===== src/rtl/bulk_mem_arbiter.sv =====
// Round-robin arbiter sharing one line-granular backing-memory port between N_PORTS caches.
// Dumping caches get priority; read ownership is held until the line response returns.
module bulk_mem_arbiter #(
    parameter int unsigned N_PORTS = 2,
    parameter int unsigned PTR_W   = $clog2(N_PORTS),
    parameter int unsigned ADDR_W  = 32,
    parameter int unsigned LINE_W  = 128,
    parameter int unsigned STRB_W  = LINE_W / 8
) (
    input  logic                           clk,
    input  logic                           rst,
    // cache side, one slot per port
    input  logic [N_PORTS-1:0]             cs_req_valid,
    input  logic [N_PORTS-1:0][ADDR_W-1:0] cs_req_addr,
    input  logic [N_PORTS-1:0]             cs_req_write,
    input  logic [N_PORTS-1:0][STRB_W-1:0] cs_req_wstrb,
    input  logic [N_PORTS-1:0][LINE_W-1:0] cs_req_wdata,
    input  logic [N_PORTS-1:0]             cs_dumping_cache,
    output logic [N_PORTS-1:0]             cs_req_ready,
    output logic [N_PORTS-1:0]             cs_resp_valid,
    output logic [N_PORTS-1:0][LINE_W-1:0] cs_resp_rdata,
    // memory side
    output logic                           mem_req_valid,
    output logic [ADDR_W-1:0]              mem_req_addr,
    output logic                           mem_req_write,
    output logic [STRB_W-1:0]              mem_req_wstrb,
    output logic [LINE_W-1:0]              mem_req_wdata,
    output logic                           mem_dumping_cache,
    input  logic                           mem_req_ready,
    input  logic                           mem_resp_valid,
    input  logic [LINE_W-1:0]              mem_resp_rdata,
    // status
    output logic [PTR_W-1:0]               owner,
    output logic                           err_spurious_resp
);

    localparam logic [1:0] StArb      = 2'd0;
    localparam logic [1:0] StIssue    = 2'd1;
    localparam logic [1:0] StWaitResp = 2'd2;

    logic [1:0]         state_q, state_d;
    logic [PTR_W-1:0]   rr_q, rr_d;
    logic [PTR_W-1:0]   owner_q, owner_d;
    logic               err_q, err_d;

    logic [N_PORTS-1:0] cand;
    logic [PTR_W-1:0]   scan_idx;
    logic               win_found;
    logic [PTR_W-1:0]   win_idx;
    logic               fwd_en;
    logic [PTR_W-1:0]   sel_idx;

    function automatic logic [PTR_W-1:0] ptr_inc(input logic [PTR_W-1:0] p);
        if (32'(p) + 32'd1 >= N_PORTS) begin
            return '0;
        end
        return p + 1'b1;
    endfunction

    // Dumping ports, when any are requesting, shadow all other candidates.
    always_comb begin
        cand      = (|(cs_req_valid & cs_dumping_cache)) ? (cs_req_valid & cs_dumping_cache)
                                                         : cs_req_valid;
        win_found = 1'b0;
        win_idx   = '0;
        scan_idx  = '0;
        for (int unsigned i = 0; i < N_PORTS; i++) begin
            scan_idx = PTR_W'((32'(rr_q) + i) % N_PORTS);
            if (!win_found && cand[scan_idx]) begin
                win_found = 1'b1;
                win_idx   = scan_idx;
            end
        end
    end

    assign fwd_en  = rst && (((state_q == StArb) && win_found) || (state_q == StIssue));
    assign sel_idx = (state_q == StArb) ? win_idx : owner_q;

    always_comb begin
        mem_req_valid = 1'b0;
        mem_req_addr  = '0;
        mem_req_write = 1'b0;
        mem_req_wstrb = '0;
        mem_req_wdata = '0;
        cs_req_ready  = '0;
        cs_resp_valid = '0;
        cs_resp_rdata = '0;
        if (fwd_en) begin
            mem_req_valid         = cs_req_valid[sel_idx];
            mem_req_addr          = cs_req_addr[sel_idx];
            mem_req_write         = cs_req_write[sel_idx];
            mem_req_wstrb         = cs_req_wstrb[sel_idx];
            mem_req_wdata         = cs_req_wdata[sel_idx];
            cs_req_ready[sel_idx] = mem_req_ready;
        end
        if (rst && (state_q == StWaitResp)) begin
            cs_resp_valid[owner_q] = mem_resp_valid;
            cs_resp_rdata[owner_q] = mem_resp_rdata;
        end
    end

    assign mem_dumping_cache = |cs_dumping_cache;

    always_comb begin
        state_d = state_q;
        rr_d    = rr_q;
        owner_d = owner_q;
        // Responses outside WAIT_RESP are dropped and latched as an error.
        err_d   = err_q | (mem_resp_valid && (state_q != StWaitResp));
        case (state_q)
            StArb: begin
                if (win_found) begin
                    owner_d = win_idx;
                    if (mem_req_ready) begin
                        if (cs_req_write[win_idx]) begin
                            rr_d = ptr_inc(win_idx);
                        end else begin
                            state_d = StWaitResp;
                        end
                    end else begin
                        state_d = StIssue;
                    end
                end
            end
            StIssue: begin
                if (!cs_req_valid[owner_q]) begin
                    state_d = StArb;
                end else if (mem_req_ready) begin
                    if (cs_req_write[owner_q]) begin
                        state_d = StArb;
                        rr_d    = ptr_inc(owner_q);
                    end else begin
                        state_d = StWaitResp;
                    end
                end
            end
            StWaitResp: begin
                if (mem_resp_valid) begin
                    state_d = StArb;
                    rr_d    = ptr_inc(owner_q);
                end
            end
            default: state_d = StArb;
        endcase
    end

    always_ff @(posedge clk or negedge rst) begin
        if (!rst) begin
            state_q <= StArb;
            rr_q    <= '0;
            owner_q <= '0;
            err_q   <= 1'b0;
        end else begin
            state_q <= state_d;
            rr_q    <= rr_d;
            owner_q <= owner_d;
            err_q   <= err_d;
        end
    end

    assign owner             = owner_q;
    assign err_spurious_resp = err_q;

endmodule


===== config.mk =====
export PLATFORM = sky130hd
export DESIGN_NAME = bulk_mem_arbiter
export DESIGN_NICKNAME = d
export VERILOG_FILES = /design/src/rtl/bulk_mem_arbiter.sv
export SDC_FILE = /design/constraint.sdc
export NUM_CORES = 1
export LEC_CHECK = 0
export CORE_AREA = 2 2 362 364
export CTS_BUF_LIST = sky130_fd_sc_hd__clkbuf_8
export CTS_CLUSTER_DIAMETER = 80
export DETAILED_ROUTE_END_ITERATION = 12
export DIE_AREA = 0 0 364 366
export GPL_ROUTABILITY_DRIVEN = 0
export GPL_TIMING_DRIVEN = 0
export HOLD_SLACK_MARGIN = 0.06
export SKIP_LAST_GASP = 1
export SYNTH_ARGS = -nofsm -noshare
export SYNTH_HDL_FRONTEND = slang
export SYNTH_SLANG_ARGS = --single-unit

===== constraint.sdc =====
create_clock -name clk -period 2.5 [get_ports clk]
set_input_delay 0.375 -clock clk [delete_from_list [all_inputs] [get_ports clk]]
set_output_delay 0.375 -clock clk [all_outputs]
set_load 0.01 [all_outputs]

# ---- Yosys cells after proc, flatten, opt, wreduce, memory -nomap -nowiden
# Index checks and enable logic that the tools add are counted.
dict set report word_totals {
  register_bits 5
  in_bits 490
  output_inout_bits 441
  wordCells 124
}
dict set report classes {
  addsub 5
  order_cmp 9
  eq_ne 12
  n_mux 73
  n_bitwise 5
  n_reduce_logical 16
}
# operator n
set op_table {}
lappend op_table {{$mux W128} 4}
lappend op_table {{$and A256 B256 Y256} 1}
lappend op_table {{$mux W256} 1}
lappend op_table {{$demux W128 S1} 1}
lappend op_table {{$mux W32} 3}
lappend op_table {{$mux W16} 3}
lappend op_table {{$mux W1} 47}
lappend op_table {{$mux W2} 10}
lappend op_table {{$lt A1 B2 Y1 const B} 5}
lappend op_table {{$ne A2 B2 Y1 const B} 5}
lappend op_table {{$reduce_and A8 Y1} 1}
lappend op_table {{$logic_and A1 B1 Y1} 7}
lappend op_table {{$and A2 B2 Y2} 3}
lappend op_table {{$ne A2 B1 Y1 const B} 3}
lappend op_table {{$ne A3 B3 Y1 const B} 2}
lappend op_table {{$pmux W2 S3} 1}
lappend op_table {{$add A1 B1 Y2 const B} 2}
lappend op_table {{$ge A2 B2 Y1 const B} 2}
lappend op_table {{$reduce_and A4 Y1} 1}
lappend op_table {{$reduce_or A2 Y1} 2}
lappend op_table {{$add A1 B1 Y1 const B} 3}
lappend op_table {{$pmux W1 S3} 1}
lappend op_table {{$reduce_bool A3 Y1} 1}
lappend op_table {{$demux W1 S1} 2}
lappend op_table {{8 further kinds} 9}

# ---- Depth between registers and ports, before layout
dict set report depth {
  word_depth 21
  ltp_mapped 9
  mapped_depth_nobuf 6
}

# ---- Worst setup path before layout
# Ideal clock, no wire load.
dict set report synth_timing {
  kind {register to output}
  from {reg state_q[0]}
  to {out mem_req_wdata[100]}
  t_arrival_ps 1812
  required_time_ps 2125
  setup_slack_ps 313
  path_stages_with_launch 10
  n_path_buf 4
  path_cell_list {dfrtp_1 inv_1 ha_1 buf_4 nand2b_1 buf_2 buf_2 clkbuf_1 nand3_1 a21oi_1}
}
dict set report synth_between {
  elab_chain_cells 5
  word_cells_on_any_way 9
  classes_between {eq/ne (1); mux (4); reduce/logical (4)}
}
# item line
set synth_lines {}
lappend synth_lines {{start, declared} 41} ;# logic [1:0] state_q, state_d;
lappend synth_lines {{start signal, assigned} 149} ;# state_q <= StArb;
lappend synth_lines {{start signal, assigned} 154} ;# state_q <= state_d;
lappend synth_lines {{$logic_not A2 Y1} {76, 77}}
lappend synth_lines {{$mux W1 / $logic_and A1 B1 Y1 (equally long branches)} {77, 76}}
lappend synth_lines {{$mux W128 (implied by the code) / $logic_or A1 B1 Y1 (equally long branches)} {93, 76}}
lappend synth_lines {{$mux W128 (implied by the code) / $logic_and A1 B1 Y1 (equally long branches)} {93, 76}}
lappend synth_lines {{$mux W128 *} 88} ;# if (fwd_en) begin
lappend synth_lines {{end, declared} 27} ;# output logic [LINE_W-1:0] mem_req_wdata,
# Mark *: on every way between the ends. The rest lies on a longest branch, timed or not. The select of a mux whose other input is x is not followed.

# ---- Final worst setup path
dict set report layout_timing {
  from {reg state_q[1]}
  to {out mem_req_wdata[106]}
}
# The elaborated chain is that of the path after synthesis.

==> out/summary.log <==
[routing] number of optimization iterations in the first detailed-route pass 5
[setup_path] destination of the worst register-to-register timing path owner
[timing] count of final max-slew check failures 0
[setup_path] Critical Path Source Type register
[timing] Post-Route Setup TNS -11.00 ns
[placed_design] Port Buf Inserts 929
[synthesis] top cell type's share of synthesized area 0.299
[run] maximum capacitance violations 0
[timing] Max-slew headroom 0.642
[synthesis] Post-Synth Adder-Cell Area 0.00926
[routing] wire length per cell 36.4 um
[placed_design] post-detailed-placement half-perimeter wirelength 114000 um
[synthesis] most instantiated library cell after synthesis sky130_fd_sc_hd__and2_1
[synthesis] Syn Std Cell Area 0.00540 mm^2
[routing] Vias 13.5k
[floorplanning] Top-Level Pins 931
[clock_tree] count of H-tree levels built during CTS 1
[outcome] status finished with violations
[setup_path] critical path arrival 2.32 ns
[grt] GRT overflow 0
[synthesis] basic-gate share of the synthesized area counting and, or, nand and nor cells 0.490
[layout] share of cells above drive strength 1 0.464
[setup_path] internal reg-to-reg setup slack 0.52 ns
[setup_path] maximum fanout encountered on the critical timing path 6
[floorplanning] Die Footprint 0.133 mm^2
[grt] number of antenna violations at the first check in global routing 109
[routing] final WL 138000 um
[outcome] violations in the final reports setup timing
[clock_tree] clock sink count 5
[timing] total count of hold-check failures in the final report 0
[power_and_ir_drop] areal power density over the cells 892 mW/mm^2
[timing] hold slack final 0.143 ns
[synthesis] proportion of synthesized area in mux cells 0.00394
[routing] drt via density 3.55
[layout] nets@finish 2528
[clock_tree] Reg clk slew, reported paths 0.04 ns
[routing] count of routing violations after the opening detailed-route iteration 836
[routing] remaining design rule violation count 0
[clock_tree] clock latency on the worst-skew pair 0.22 ns
[synthesis] synthesis-stage register bit count 5
[floorplanning] starting density of the core 0.0419
[setup_path] category of the critical setup timing path register to output pin
[clock_tree] Clock Tree Root sky130_fd_sc_hd__clkbuf_8
[clock_tree] CTS max path bufs 2
[grt] via count of the first global-routing pass 13.1k
[synthesis] Synth async-reset ratio 1.00
[synthesis] leading cell types by total area after synthesis sky130_fd_sc_hd__and2_1 30%, sky130_fd_sc_hd__nand3_1 17%, sky130_fd_sc_hd__a21oi_1 16%
[synthesis] number of flops mapped to enable cells by yosys 0
[setup_path] nature of the critical path endpoint output pin
[timing] time the final worst path needs with I/O delays and setup 2.70 ns
[timing] upper clock frequency limit 371 MHz
[synthesis] dominant combinational cell family by area after synthesis simple AND/OR/NAND/NOR gates
[floorplanning] Core ar. 0.129 mm^2
[clock_tree] CTS hold repair buffers 0
[grt] overall fraction of global-route tracks in use 0.188
[timing] measured slew at the worst slew-check pin 0.535 ns
[grt] global-route wire length before repair 159000 um
[synthesis] synthesized net count 1477
[synthesis] Yosys warnings 0
[layout] P&R area growth vs syn 334%
[floorplanning] die boundary height 366 um
[placed_design] DP Cell Count 3654
[layout] final non-filler cell total 3801
[layout] utilization of the core after routing 0.182
[clock_tree] number of buffers created by CTS 3
[setup_path] reg-to-reg startpoint rr_q
[timing] fin crit share 1.08
[floorplanning] x dimension of the die 364 um
[synthesis] post-synthesis average cell area 5.50 um^2
[synthesis] post-synthesis compound-gate area fraction 0.362
[timing] post-route worst setup slack -0.198 ns
[grt] largest net degree at the start of global routing 11
[timing] Finish-stage setup viols 157
[synthesis] most numerous cell types in the synthesized netlist 258 x sky130_fd_sc_hd__and2_1, 180 x sky130_fd_sc_hd__nand3_1, 178 x sky130_fd_sc_hd__a21oi_1
[routing] post-route ant nets 0
[timing] setup clock skew after layout 0.00109 ns
[power_and_ir_drop] leakage component of the power 9.54 nW
[power_and_ir_drop] peak supply drop 0.000732 V
[synthesis] count of distinct cell types in the synthesized netlist 40
[clock_tree] CTS tree built
[synthesis] register area share after synthesis 0.0232
[timing] RSZ-0062 raised after global routing yes
[hold_path] hold crit path type primary input to asynchronous set/reset pin
[synthesis] primary flip-flop cell chosen by synthesis mapping sky130_fd_sc_hd__dfrtp_1
[synthesis] Post-Syn Instances 983
[floorplanning] Site Rows 132
[synthesis] cell taking the most area after synthesis sky130_fd_sc_hd__and2_1
[setup_path] worst path required time 2.12 ns
[setup_path] number of cells traversed by the worst register-to-register path 10
[synthesis] post-synthesis share of cell area spent on xor and xnor gates 0
==> per-layer routing <==
| layer | up-vias | share of wire | GRT usage |
|---|---|---|---|
| met5 | - | 0.0019 | 0 |
| met4 | 38 | 0.043 | 0.0357 |
| met3 | 353 | 0.075 | 0.0450 |
| met2 | 994 | 0.48 | 0.335 |
| met1 | 6519 | 0.41 | 0.228 |
| li1 | 5599 | - | - |
==> flip-flops by register name, indices dropped and copies added (netlist names) <==
name               count
rr_q                   1
owner                  1
state_q                2
err_spurious_resp      1
==> cells by family after synthesis <==
kind of cell / count (synthesis)
buf+inv: 136
fa+ha+maj: 4
mux: 2
simple gates: 462
flops: 5
compound gates: 374
==> repair_timing <==
action,4_1_cts,5_1_grt
resized for setup,2181,760
buffers inserted,55,32
cloned,32,18
pin swaps,181,197
setup endpoints to repair,439,324
==> critical path, stage by stage, from the launching register on <==
cell,delay (ns)
sky130_fd_sc_hd__dfrtp_1,0.40
sky130_fd_sc_hd__inv_2,0.09
sky130_fd_sc_hd__ha_4,0.17
sky130_fd_sc_hd__o2111a_2,0.26
sky130_fd_sc_hd__buf_12,0.16
sky130_fd_sc_hd__buf_12,0.15
sky130_fd_sc_hd__buf_16,0.13
sky130_fd_sc_hd__clkbuf_16,0.18
sky130_fd_sc_hd__o21ai_0,0.14
sky130_fd_sc_hd__a21oi_2,0.22
sky130_fd_sc_hd__buf_6,0.16
==> power by group <==
part | switching [mW] | internal, mW | leakage, nW
Clock | 0.0402 | 0.105 | 0.0271
Sequential | 0.0219 | 0.114 | 0.0576
Combinational | 11.6 | 9.01 | 9.46
Total | 11.7 | 9.23 | 9.54
==> worst max path at each step <==
stage / start / slack [ns] / cells after the start / to
final: state_q[1] / -0.20 / 10 / mem_req_wdata[106]
after global routing: state_q[1] / -0.23 / 10 / mem_req_wdata[106]
after CTS: state_q[1] / -0.22 / 11 / mem_req_wdata[68]
after detailed placement: cs_req_valid[0] / -2.03 / 8 / mem_req_wdata[117]
after global placement: cs_req_valid[0] / -1.98 / 8 / mem_req_wdata[117]
after floorplan: state_q[0] / 0.31 / 9 / mem_req_wdata[100]
==> cells in the final DEF (no fill, tap or decap), drive strengths merged, types with 2 or more instances in the layout <==
| cell | count |
|---|---|
| and2 | 258 |
| nand2b | 2 |
| clkbuf | 144 |
| inv | 8 |
| or2 | 2 |
| nor2b | 5 |
| dlygate4sd2 | 134 |
| o2111ai | 3 |
| buf | 381 |
| nand3 | 180 |
| dlymetal6s2s | 19 |
| dfrtp | 5 |
| diode | 26 |
| nand3b | 2 |
| a21oi | 178 |
| clkdlybuf4s50 | 494 |
| nor2 | 4 |
| a221oi | 2 |
| o211ai | 2 |
| clkdlybuf4s15 | 6 |
| o2111a | 2 |
| ha | 4 |
| nand2 | 6 |
| o21ai | 179 |
==> metrics by stage <==
step | total power, mW | area (um^2) | setup WS [ns]
CTS | 17.6 | 21100 | -0.223
finish | 20.9 | 23400 | -0.198
detailed placement | 11.8 | 16900 | -2.03
global placement | 11.8 | 16900 | -1.98
global route | 21.6 | 23400 | -0.225
floorplan | 4.34 | 5400 | 0.313
==> area by class of cell <==
type	instances	area (um^2)
inverters	7	26.3
multi-input cells	842	8070
plain buffers	119	2080
flip-flops and latches	5	125
repair buffers	1056	10800
diodes	26	65.1
clock buffers	3	41.3
well taps	1742	2180
clock inverters	1	3.75
fillers	14100	106000
Power figures use the tool's default switching activity.
